### src/rtl/audio_pkg.sv
// Shared constants, helper function and state type for the microphone capture path.
package audio_pkg;

  localparam int unsigned DefaultDecim = 64;
  localparam int unsigned DefaultPcmW  = 16;
  localparam int unsigned CicOrder     = 3;

  typedef enum logic [1:0] {
    IDLE,
    SETTLE,
    RUN
  } cic_state_e;

  function automatic int unsigned log2_ceil(input int unsigned value);
    int unsigned result;
    result = 0;
    for (int unsigned i = 0; i < 32; i++) begin
      if ((32'd1 << i) < value) begin
        result = i + 1;
      end
    end
    return result;
  endfunction

endpackage

### src/rtl/cic_comb_stage.sv
// One CIC differentiator: output is the input minus its value at the previous decimated tick.
module cic_comb_stage #(
  parameter int unsigned Width = 20
) (
  input  logic             clk_i,
  input  logic             rst_ni,
  input  logic             clear_i,
  input  logic             tick_i,
  input  logic [Width-1:0] din_i,
  output logic [Width-1:0] dout_o
);

  logic [Width-1:0] delay_q;

  always_ff @(posedge clk_i) begin
    if (!rst_ni || clear_i) begin
      delay_q <= '0;
    end else if (tick_i) begin
      delay_q <= din_i;
    end
  end

  assign dout_o = din_i - delay_q;

endmodule

### src/rtl/pdm_cic_decimator.sv
// 3rd-order CIC decimator turning the 1-bit mic PDM stream into signed PCM words,
// delivered over a valid/ready handshake with a sticky overrun flag.
module pdm_cic_decimator
  import audio_pkg::*;
#(
  parameter int unsigned DECIM = DefaultDecim,
  parameter int unsigned PCM_W = DefaultPcmW
) (
  input  logic             clk,
  input  logic             reset,
  input  logic             en,
  input  logic             pdm_ce,
  input  logic             pdm_bit,
  output logic [PCM_W-1:0] pcm_data,
  output logic             pcm_valid,
  input  logic             pcm_ready,
  output logic             overrun
);

  localparam int unsigned CntW  = log2_ceil(DECIM);
  localparam int unsigned ACC_W = CicOrder * CntW + 2;

  // Integrators and decimation counter
  logic [ACC_W-1:0] in_val;
  logic [ACC_W-1:0] int1_q, int2_q, int3_q;
  logic [ACC_W-1:0] int1_d, int2_d, int3_d;
  logic [CntW-1:0]  cnt_q;
  logic             cnt_last;
  logic             dec_tick_q;

  assign in_val   = pdm_bit ? ACC_W'(1) : {ACC_W{1'b1}};
  assign cnt_last = (cnt_q == CntW'(DECIM - 1));

  // Unpipelined chain so the DECIM-th bit lands in int3 on the same edge.
  assign int1_d = int1_q + in_val;
  assign int2_d = int2_q + int1_d;
  assign int3_d = int3_q + int2_d;

  always_ff @(posedge clk) begin
    if (!reset || !en) begin
      int1_q     <= '0;
      int2_q     <= '0;
      int3_q     <= '0;
      cnt_q      <= '0;
      dec_tick_q <= 1'b0;
    end else begin
      dec_tick_q <= pdm_ce && cnt_last;
      if (pdm_ce) begin
        int1_q <= int1_d;
        int2_q <= int2_d;
        int3_q <= int3_d;
        cnt_q  <= cnt_last ? '0 : cnt_q + CntW'(1);
      end
    end
  end

  // Comb chain, evaluated in the cycle dec_tick_q is high
  logic [ACC_W-1:0] comb1, comb2, comb3;

  cic_comb_stage #(
    .Width (ACC_W)
  ) u_comb1 (
    .clk_i   (clk),
    .rst_ni  (reset),
    .clear_i (!en),
    .tick_i  (dec_tick_q),
    .din_i   (int3_q),
    .dout_o  (comb1)
  );

  cic_comb_stage #(
    .Width (ACC_W)
  ) u_comb2 (
    .clk_i   (clk),
    .rst_ni  (reset),
    .clear_i (!en),
    .tick_i  (dec_tick_q),
    .din_i   (comb1),
    .dout_o  (comb2)
  );

  cic_comb_stage #(
    .Width (ACC_W)
  ) u_comb3 (
    .clk_i   (clk),
    .rst_ni  (reset),
    .clear_i (!en),
    .tick_i  (dec_tick_q),
    .din_i   (comb2),
    .dout_o  (comb3)
  );

  // Scaling: take the PCM_W bits just below the sign; +DECIM^3 is the only value that overflows.
  logic [ACC_W+PCM_W-1:0] comb_wide;
  logic [PCM_W-1:0]       sample;
  logic                   unused_bits;

  assign comb_wide   = {comb3, {PCM_W{1'b0}}};
  assign unused_bits = ^{comb_wide[ACC_W+PCM_W-1], comb_wide[ACC_W-2:0]};

  always_comb begin
    sample = comb_wide[ACC_W+PCM_W-2 -: PCM_W];
    if (!comb3[ACC_W-1] && comb3[ACC_W-2]) begin
      sample = {1'b0, {(PCM_W-1){1'b1}}};
    end
  end

  // Control FSM: the first three comb outputs are transients and are discarded
  cic_state_e state_q, state_d;
  logic [1:0] settle_q, settle_d;

  always_ff @(posedge clk) begin
    if (!reset) begin
      state_q  <= IDLE;
      settle_q <= '0;
    end else begin
      state_q  <= state_d;
      settle_q <= settle_d;
    end
  end

  always_comb begin
    state_d  = state_q;
    settle_d = settle_q;
    if (!en) begin
      state_d  = IDLE;
      settle_d = '0;
    end else begin
      unique case (state_q)
        IDLE: begin
          state_d = SETTLE;
        end
        SETTLE: begin
          if (dec_tick_q) begin
            if (settle_q == 2'd2) begin
              state_d  = RUN;
              settle_d = '0;
            end else begin
              settle_d = settle_q + 2'd1;
            end
          end
        end
        RUN: begin
          state_d = RUN;
        end
        default: begin
          state_d = IDLE;
        end
      endcase
    end
  end

  // Output handshake
  logic             load;
  logic [PCM_W-1:0] pcm_data_q, pcm_data_d;
  logic             pcm_valid_q, pcm_valid_d;
  logic             overrun_q, overrun_d;

  assign load = (state_q == RUN) && dec_tick_q;

  always_comb begin
    pcm_data_d  = pcm_data_q;
    pcm_valid_d = pcm_valid_q;
    overrun_d   = overrun_q;
    if (load) begin
      if (pcm_valid_q && !pcm_ready) begin
        overrun_d = 1'b1;
      end else begin
        pcm_data_d  = sample;
        pcm_valid_d = 1'b1;
      end
    end else if (pcm_valid_q && pcm_ready) begin
      pcm_valid_d = 1'b0;
    end
  end

  always_ff @(posedge clk) begin
    if (!reset || !en) begin
      pcm_data_q  <= '0;
      pcm_valid_q <= 1'b0;
      overrun_q   <= 1'b0;
    end else begin
      pcm_data_q  <= pcm_data_d;
      pcm_valid_q <= pcm_valid_d;
      overrun_q   <= overrun_d;
    end
  end

  assign pcm_data  = pcm_data_q;
  assign pcm_valid = pcm_valid_q;
  assign overrun   = overrun_q;

endmodule

### config.mk
export PLATFORM = sky130hd
export DESIGN_NAME = pdm_cic_decimator
export DESIGN_NICKNAME = d
export VERILOG_FILES = /design/src/rtl/audio_pkg.sv /design/src/rtl/cic_comb_stage.sv /design/src/rtl/pdm_cic_decimator.sv
export SDC_FILE = /design/constraint.sdc
export NUM_CORES = 1
export LEC_CHECK = 0
export CELL_PAD_IN_SITES_DETAIL_PLACEMENT = 0
export CELL_PAD_IN_SITES_GLOBAL_PLACEMENT = 1
export CORE_MARGIN = 1
export CORE_UTILIZATION = 44
export DETAILED_ROUTE_END_ITERATION = 8
export GPL_TIMING_DRIVEN = 1
export PLACE_DENSITY_LB_ADDON = 0.1
export SLEW_MARGIN = 20
export SYNTH_ARGS = -nofsm -noshare
export SYNTH_HDL_FRONTEND = slang
export SYNTH_SLANG_ARGS = --single-unit
### constraint.sdc
create_clock -name clk -period 5.5 [get_ports clk]
set_clock_uncertainty 0.2 [all_clocks]
set_input_delay 0.55 -clock clk [delete_from_list [all_inputs] [get_ports clk]]
set_output_delay 0.55 -clock clk [all_outputs]
set_load 0.005 [all_outputs]
# [After elaboration in Yosys (flattened, before gate mapping)]
# Index checks and enable logic that the tools add are counted.
[word_totals] register_bits=149 latchBits=0 ram_bits=0 rom_bits=0 in_bits=6 word_cells=57 n_memories=0
[classes] add_sub_neg=8 mul=0 div=0 magnitude_cmp=0 n_eq_ne=7 shifts=0 n_mux=10 bitwise_logic=1 reduce_logical=18
[ops] cell="$add A20 B20 Y20" count=3
[ops] cell="$sub A20 B20 Y20" count=3
[ops] cell="$mux W20" count=1
[ops] cell="$mux W16" count=1
[ops] cell="$reduce_and A2 Y1" count=6
[ops] cell="$add A6 B1 Y6 const B" count=1
[ops] cell="$eq A6 B6 Y1 const B" count=1
[ops] cell="$mux W2" count=3
[ops] cell="$mux W6" count=1
[ops] cell="$ne A2 B2 Y1 const B" count=3
[ops] cell="$pmux W2 S3" count=1
[ops] cell="$logic_and A1 B1 Y1" count=5
[ops] cell="$eq A2 B2 Y1 const B" count=2
[ops] cell="$logic_not A1 Y1" count=4
[ops] cell="$mux W1" count=3
[ops] cell="$add A2 B1 Y2 const B" count=1
[ops] cell="$eq A2 B1 Y1 const B" count=1
[ops] cell="$logic_not A2 Y1" count=1
[ops] cell="$reduce_bool A2 Y1" count=1
[ops] cell="$logic_or A1 B1 Y1" count=1
[ops] cell="$not A1 Y1" count=1

# [Longest topological paths before layout]
[depth] word_depth=6 mapped_depth=31

# [Hierarchy]
# From an unflattened synthesis, not the netlist that was laid out.
[hier_totals] cells_unflattened=1310 area_unflattened_um2=10874.2
[by_module_without_submodules] mod="pdm_cic_decimator" instances=1 cells_each=692 area_each_um2=5964.5
[by_module_without_submodules] mod="cic_comb_stage" instances=3 cells_each=206 area_each_um2=1636.6

# [Worst setup path after synthesis]
# OpenSTA, ideal clock, no wires.
[synth_path] kind="register to register" startpoint="reg int3_q[0]" endpoint="reg pcm_data_q[0], in the netlist pcm_data[0]" setup_ns=0.119 arrival_ns=5.744 slack_ns=-0.563 path_stages_with_launch=31 path_buffers=1 synth_period_minus_slack_ns=6.063 path_cell_list="dfxtp_1 -> inv_1 -> ha_1 -> inv_1 -> fa_1 -> a21o_1 -> a21oi_1 -> o21bai_1 -> a2111oi_0 -> o31ai_1 -> a21oi_1 -> o31ai_1 -> xor2_1 -> ha_1 -> nor2b_1 -> o21ai_0 -> nand2b_1 -> a221o_1 -> a21oi_1 -> o21ai_0 -> xor2_1 -> ha_1 -> and4_1 -> a21oi_1 -> o211ai_1 -> a31oi_1 -> xnor2_1 -> xnor3_1 -> a21oi_2 -> buf_4 -> a21oi_1"
[synth_between] elab_chain_cells=6
[synth_rtl] element="start: declaration" line="pdm_cic_decimator.sv:25" text="logic [ACC_W-1:0] int1_q, int2_q, int3_q;"
[synth_rtl] element="start signal: assignment" line="pdm_cic_decimator.sv:51" text="int3_q <= int3_d;"
[synth_rtl] element="$sub A20 B20 Y20 *" line="cic_comb_stage.sv:23" text="assign dout_o = din_i - delay_q;"
[synth_rtl] element="via comb1[12]" line="pdm_cic_decimator.sv:58" text="logic [ACC_W-1:0] comb1, comb2, comb3;"
[synth_rtl] element="$sub A20 B20 Y20 *" line="cic_comb_stage.sv:23"
[synth_rtl] element="via comb2[18]" line="pdm_cic_decimator.sv:58"
[synth_rtl] element="$sub A20 B20 Y20 *" line="cic_comb_stage.sv:23"
[synth_rtl] element="$logic_not A1 Y1" line="pdm_cic_decimator.sv:103" text="if (!comb3[ACC_W-1] && comb3[ACC_W-2]) begin"
[synth_rtl] element="$logic_and A1 B1 Y1 *" line="pdm_cic_decimator.sv:103"
[synth_rtl] element="$mux W16 *" line="pdm_cic_decimator.sv:103"
[synth_rtl] element="end signal: assignment" line="pdm_cic_decimator.sv:183" text="pcm_data_q <= pcm_data_d;"
[synth_rtl] element="end: declaration" line="pdm_cic_decimator.sv:155" text="logic [PCM_W-1:0] pcm_data_q, pcm_data_d;"
# Mark *: on every way through the listed nets, which the timed path passes. The rest lies on a longest branch.
# A chain may end at the register's enable or synchronous reset.

# [Worst setup path after layout]
[layout_path] startpoint="reg int3_q[0]" endpoint="reg pcm_data_q[14], in the netlist pcm_data[14]"
# The elaborated chain is that of the path after synthesis.

==> results.sh <==
export IMPL_vias=8893
export IMPL_fp_dieW_um=157
export IMPL_synth_edf_count=0
export IMPL_p_per_area_nw_per_um2=504
export IMPL_worst_setup_path_start_kind="flip-flop"
export IMPL_cp_top_family="compound AO/OA/AOI/OAI gates"
export IMPL_syn_inst=1244
export IMPL_grt_max_degree=74
export IMPL_clk_pin_slew_ps=70
export IMPL_r2r_start="int3_q[0]"
export IMPL_synth_top_cell_area_share_pct=28.3
export IMPL_cts_buffers=17
export IMPL_fp_dieH_um=157
export IMPL_holdWs_ps=272
export IMPL_drc=0
export IMPL_fin_crit_sh_pct=106
export IMPL_p_leak_nw=5.91
export IMPL_coreArea_um2=23500
export IMPL_hp_start="overrun"
export IMPL_htreeDepth=4
export IMPL_clock_root_buffer="clkbuf_16"
export IMPL_yosys_area_share_simple_pct=14.5
export IMPL_track_usage_pct=19.0
export IMPL_synthMuxAreaShare_pct=9.32
export IMPL_crit_required_ps=5600
export IMPL_row_count=56
export IMPL_area_growth_pct=29.2
export IMPL_first_pass_iters=4
export IMPL_port_buffers=23
export IMPL_worst_slack_ps=-355
export IMPL_r2r_setup_slack_ps=-360
export IMPL_synthXorXnorAreaFrac_pct=8.56
export IMPL_fin_tns_setup_ps=-5120
export IMPL_dieArea_um2=24500
export IMPL_ys_flop_type="dfxtp_1"
export IMPL_r2r_end="pcm_data[14]"
export IMPL_synth_area_um2=10500
export IMPL_synth_compound_area_share_pct=19.8
export IMPL_syn_avg_cell_area_um2=8.46
export IMPL_clock_latency_ps=420
export IMPL_detailedPlacementHpwl_mm=16.5
export IMPL_cts_tree="done"
export IMPL_worst_pin_slew_ps=1060
export IMPL_placed_area_um2=12600
export IMPL_antenna_found_initial=0
export IMPL_slew_limit_headroom_pct=29.3
export IMPL_period_needed_ps=5860
export IMPL_grt_pass1_vias=8564
export IMPL_max_cap_viol_count=0
export IMPL_crit_fanout=11
export IMPL_slew_viol_final=0
export IMPL_nFillCells=2177
export IMPL_slowest_stage="a221o_1"
export IMPL_design_area_um2=13600
export IMPL_grt_first_pass_wirelength_mm=38.1
export IMPL_status="finished with violations"
export IMPL_multi_input_area_um2=7370
export IMPL_synth_nets=1371
export IMPL_routedWlPerCell_um=12.5
export IMPL_async_reset_ff_share_pct=0
export IMPL_drt_initial_drc_count=278
export IMPL_synth_area_leaders="dfxtp_1, ha_1, mux2i_1, nor2_1, xnor2_1"
export IMPL_drtAntennaViolNets=0
export IMPL_cp_end_kind="flip-flop"
export IMPL_path_buf_inv=4
export IMPL_gp_congestion=0.766
export IMPL_start_util_pct=44.8
export IMPL_via_per_inst=4.97
export IMPL_synthAdderAreaFrac_pct=14.7
export IMPL_routed_wl_mm=22.3
export IMPL_min_path_type="flip-flop to flip-flop"
export IMPL_antenna_cells=0
export IMPL_max_vdd_ir_drop_v=0.000435
export IMPL_rsz0062_at_grt="true"
export IMPL_yosysWarnings=0
export IMPL_io_pins=24
export IMPL_slowest_delay_ps=360
export IMPL_cts_path_max_buffers=2
export IMPL_criticalPathCategory="flip-flop to flip-flop"
export IMPL_violations="negative setup slack"
export IMPL_ys_seq_area_share_pct=28.3
export IMPL_post_synth_top_area_cell="dfxtp_1"
export IMPL_crit_path_end="pcm_data[14]"
export IMPL_nets=1584
export IMPL_overflow=0
export IMPL_drive_gt1_share_pct=22.3
export IMPL_crit_path_frequent_cell="a21oi_2"
export IMPL_finalSetupViolations=16
export IMPL_hold_violations=0
export IMPL_ff_latch_area_um2=2990
export IMPL_cp_depth=31
export IMPL_ff2ff_path_depth=31
export IMPL_fmax_ghz=0.171
export IMPL_synth_top_family_by_area="compound AO/OA/AOI/OAI gates"
export IMPL_startpoint="int3_q[0]"
export IMPL_arrival_ps=5960
export IMPL_synth_seq_cells=149
export IMPL_cts_sinks=149
export IMPL_synth_cell_type_count=71
==> metal layers <==
metal	share of wire [%]	wire length [um]	vias to the layer above	global-route usage, %
met5	0	0	-	0
met4	0.80	178	0	4.01
met3	1.8	402	9	3.16
met2	50	11100	66	35.5
met1	48	10600	4012	22.4
li1	-	-	4806	-
==> registers in the layout (all words and copies together) (netlist names) <==
| name | cells |
|---|---|
| cnt_q | 6 |
| dec_tick_q | 1 |
| int1_q | 20 |
| int2_q | 20 |
| int3_q | 20 |
| overrun | 1 |
| pcm_data | 16 |
| pcm_valid | 1 |
| settle_q | 2 |
| state_q | 2 |
| u_comb1.delay_q | 20 |
| u_comb2.delay_q | 20 |
| u_comb3.delay_q | 20 |
==> synthesized netlist by cell type (14+ instances only) <==
| library cell | n |
|---|---|
| inv_1 | 93 |
| nor3_1 | 19 |
| ha_1 | 116 |
| a21o_1 | 41 |
| xor2_1 | 28 |
| nand2_1 | 45 |
| o21ai_0 | 52 |
| xnor2_1 | 66 |
| a21oi_1 | 98 |
| nand3_1 | 19 |
| dfxtp_1 | 149 |
| nor2_1 | 173 |
| mux2i_1 | 98 |
| nand2b_1 | 14 |
| a211oi_1 | 16 |
| clkbuf_1 | 31 |
| o21a_1 | 14 |
==> kinds of logic (layout without fill, tap and decap cells) <==
logic type,after synthesis,in the layout
AOI/OAI and AO/OA,315,315
xor gates and xnor gates,98,98
adders and majority gates,121,121
buffers and inverters,130,356
DFF,149,149
muxes,98,98
and+or+nand+nor,333,333
==> cells in the final DEF (no fill, tap or decap), types with 14 or more instances in the layout <==
master and n:
mux2i_1 98, inv_1 90, nor3_1 17, nand2b_1 14
buf_4 204, a21oi_1 84, dfxtp_1 146, nor2_1 172
xor2_1 28, a21o_1 41, nand2_1 43, ha_1 108
clkdlybuf4s50_1 21, xnor2_1 62, o21a_1 14, a21oi_2 16
o21ai_0 44, nand3_1 19, clkbuf_16 17
==> stage by stage <==
stage,setup slack [ps],instances,utilization [%],power (mW)
after floorplan,-127,1244,-,3.97
final,-355,1789,57.9,6.86
after global placement,-698,1743,53.8,5.33
after CTS,-458,1782,57.1,6.77
after global routing,-769,1789,57.9,7.47
after detailed placement,-705,1743,53.8,5.35
==> worst min-delay path by stage <==
stage                          end  slack, ps  cells after the start
4_1_cts        u_comb3.delay_q[15]        270                      2
6_report                   overrun        270                      2
5_1_grt        u_comb2.delay_q[17]        310                      2
2_1_floorplan  u_comb3.delay_q[15]        250                      2
3_3_place_gp               overrun        250                      2
3_5_place_dp               overrun        260                      2
==> where the power goes <==
| part | switching, mW | leakage, nW | internal, mW |
|---|---|---|---|
| logic | 2.14 | 4.39 | 2.29 |
| clock network | 0.466 | 0.311 | 0.819 |
| registers | 0.0277 | 1.21 | 1.11 |
| total | 2.64 | 5.91 | 4.22 |
==> worst reg2reg max path, delay by kind of cell, from the launching register on <==
| family | cells | cell delay, ps |
|---|---|---|
| XOR/XNOR | 4 | 900 |
| AO/OA/AOI/OAI | 15 | 2430 |
| AND/OR/NAND/NOR | 4 | 460 |
| flip-flops | 1 | 320 |
| adder cells (fa/ha/maj) | 4 | 1080 |
| buffers and inverters | 4 | 350 |
==> final cells by class <==
type	instances	area share, %
Clock buffer	20	3.28
Clock inverter	12	1.48
Inverter	93	2.59
Multi-Input combinational cell	965	54.2
Sequential cell	149	22.0
Tap cell	319	2.93
Timing Repair Buffer	231	13.5
==> what timing repair did <==
| item | CTS | global route |
|---|---|---|
| pin swaps | 10 | 27 |
| hold buffers | 0 | 0 |
| setup endpoints to repair | 17 | 19 |
| gates resized for setup | 18 | 27 |
| cloned | 0 | 0 |
| setup buffers | 7 | 6 |
Power figures use the tool's default switching activity.
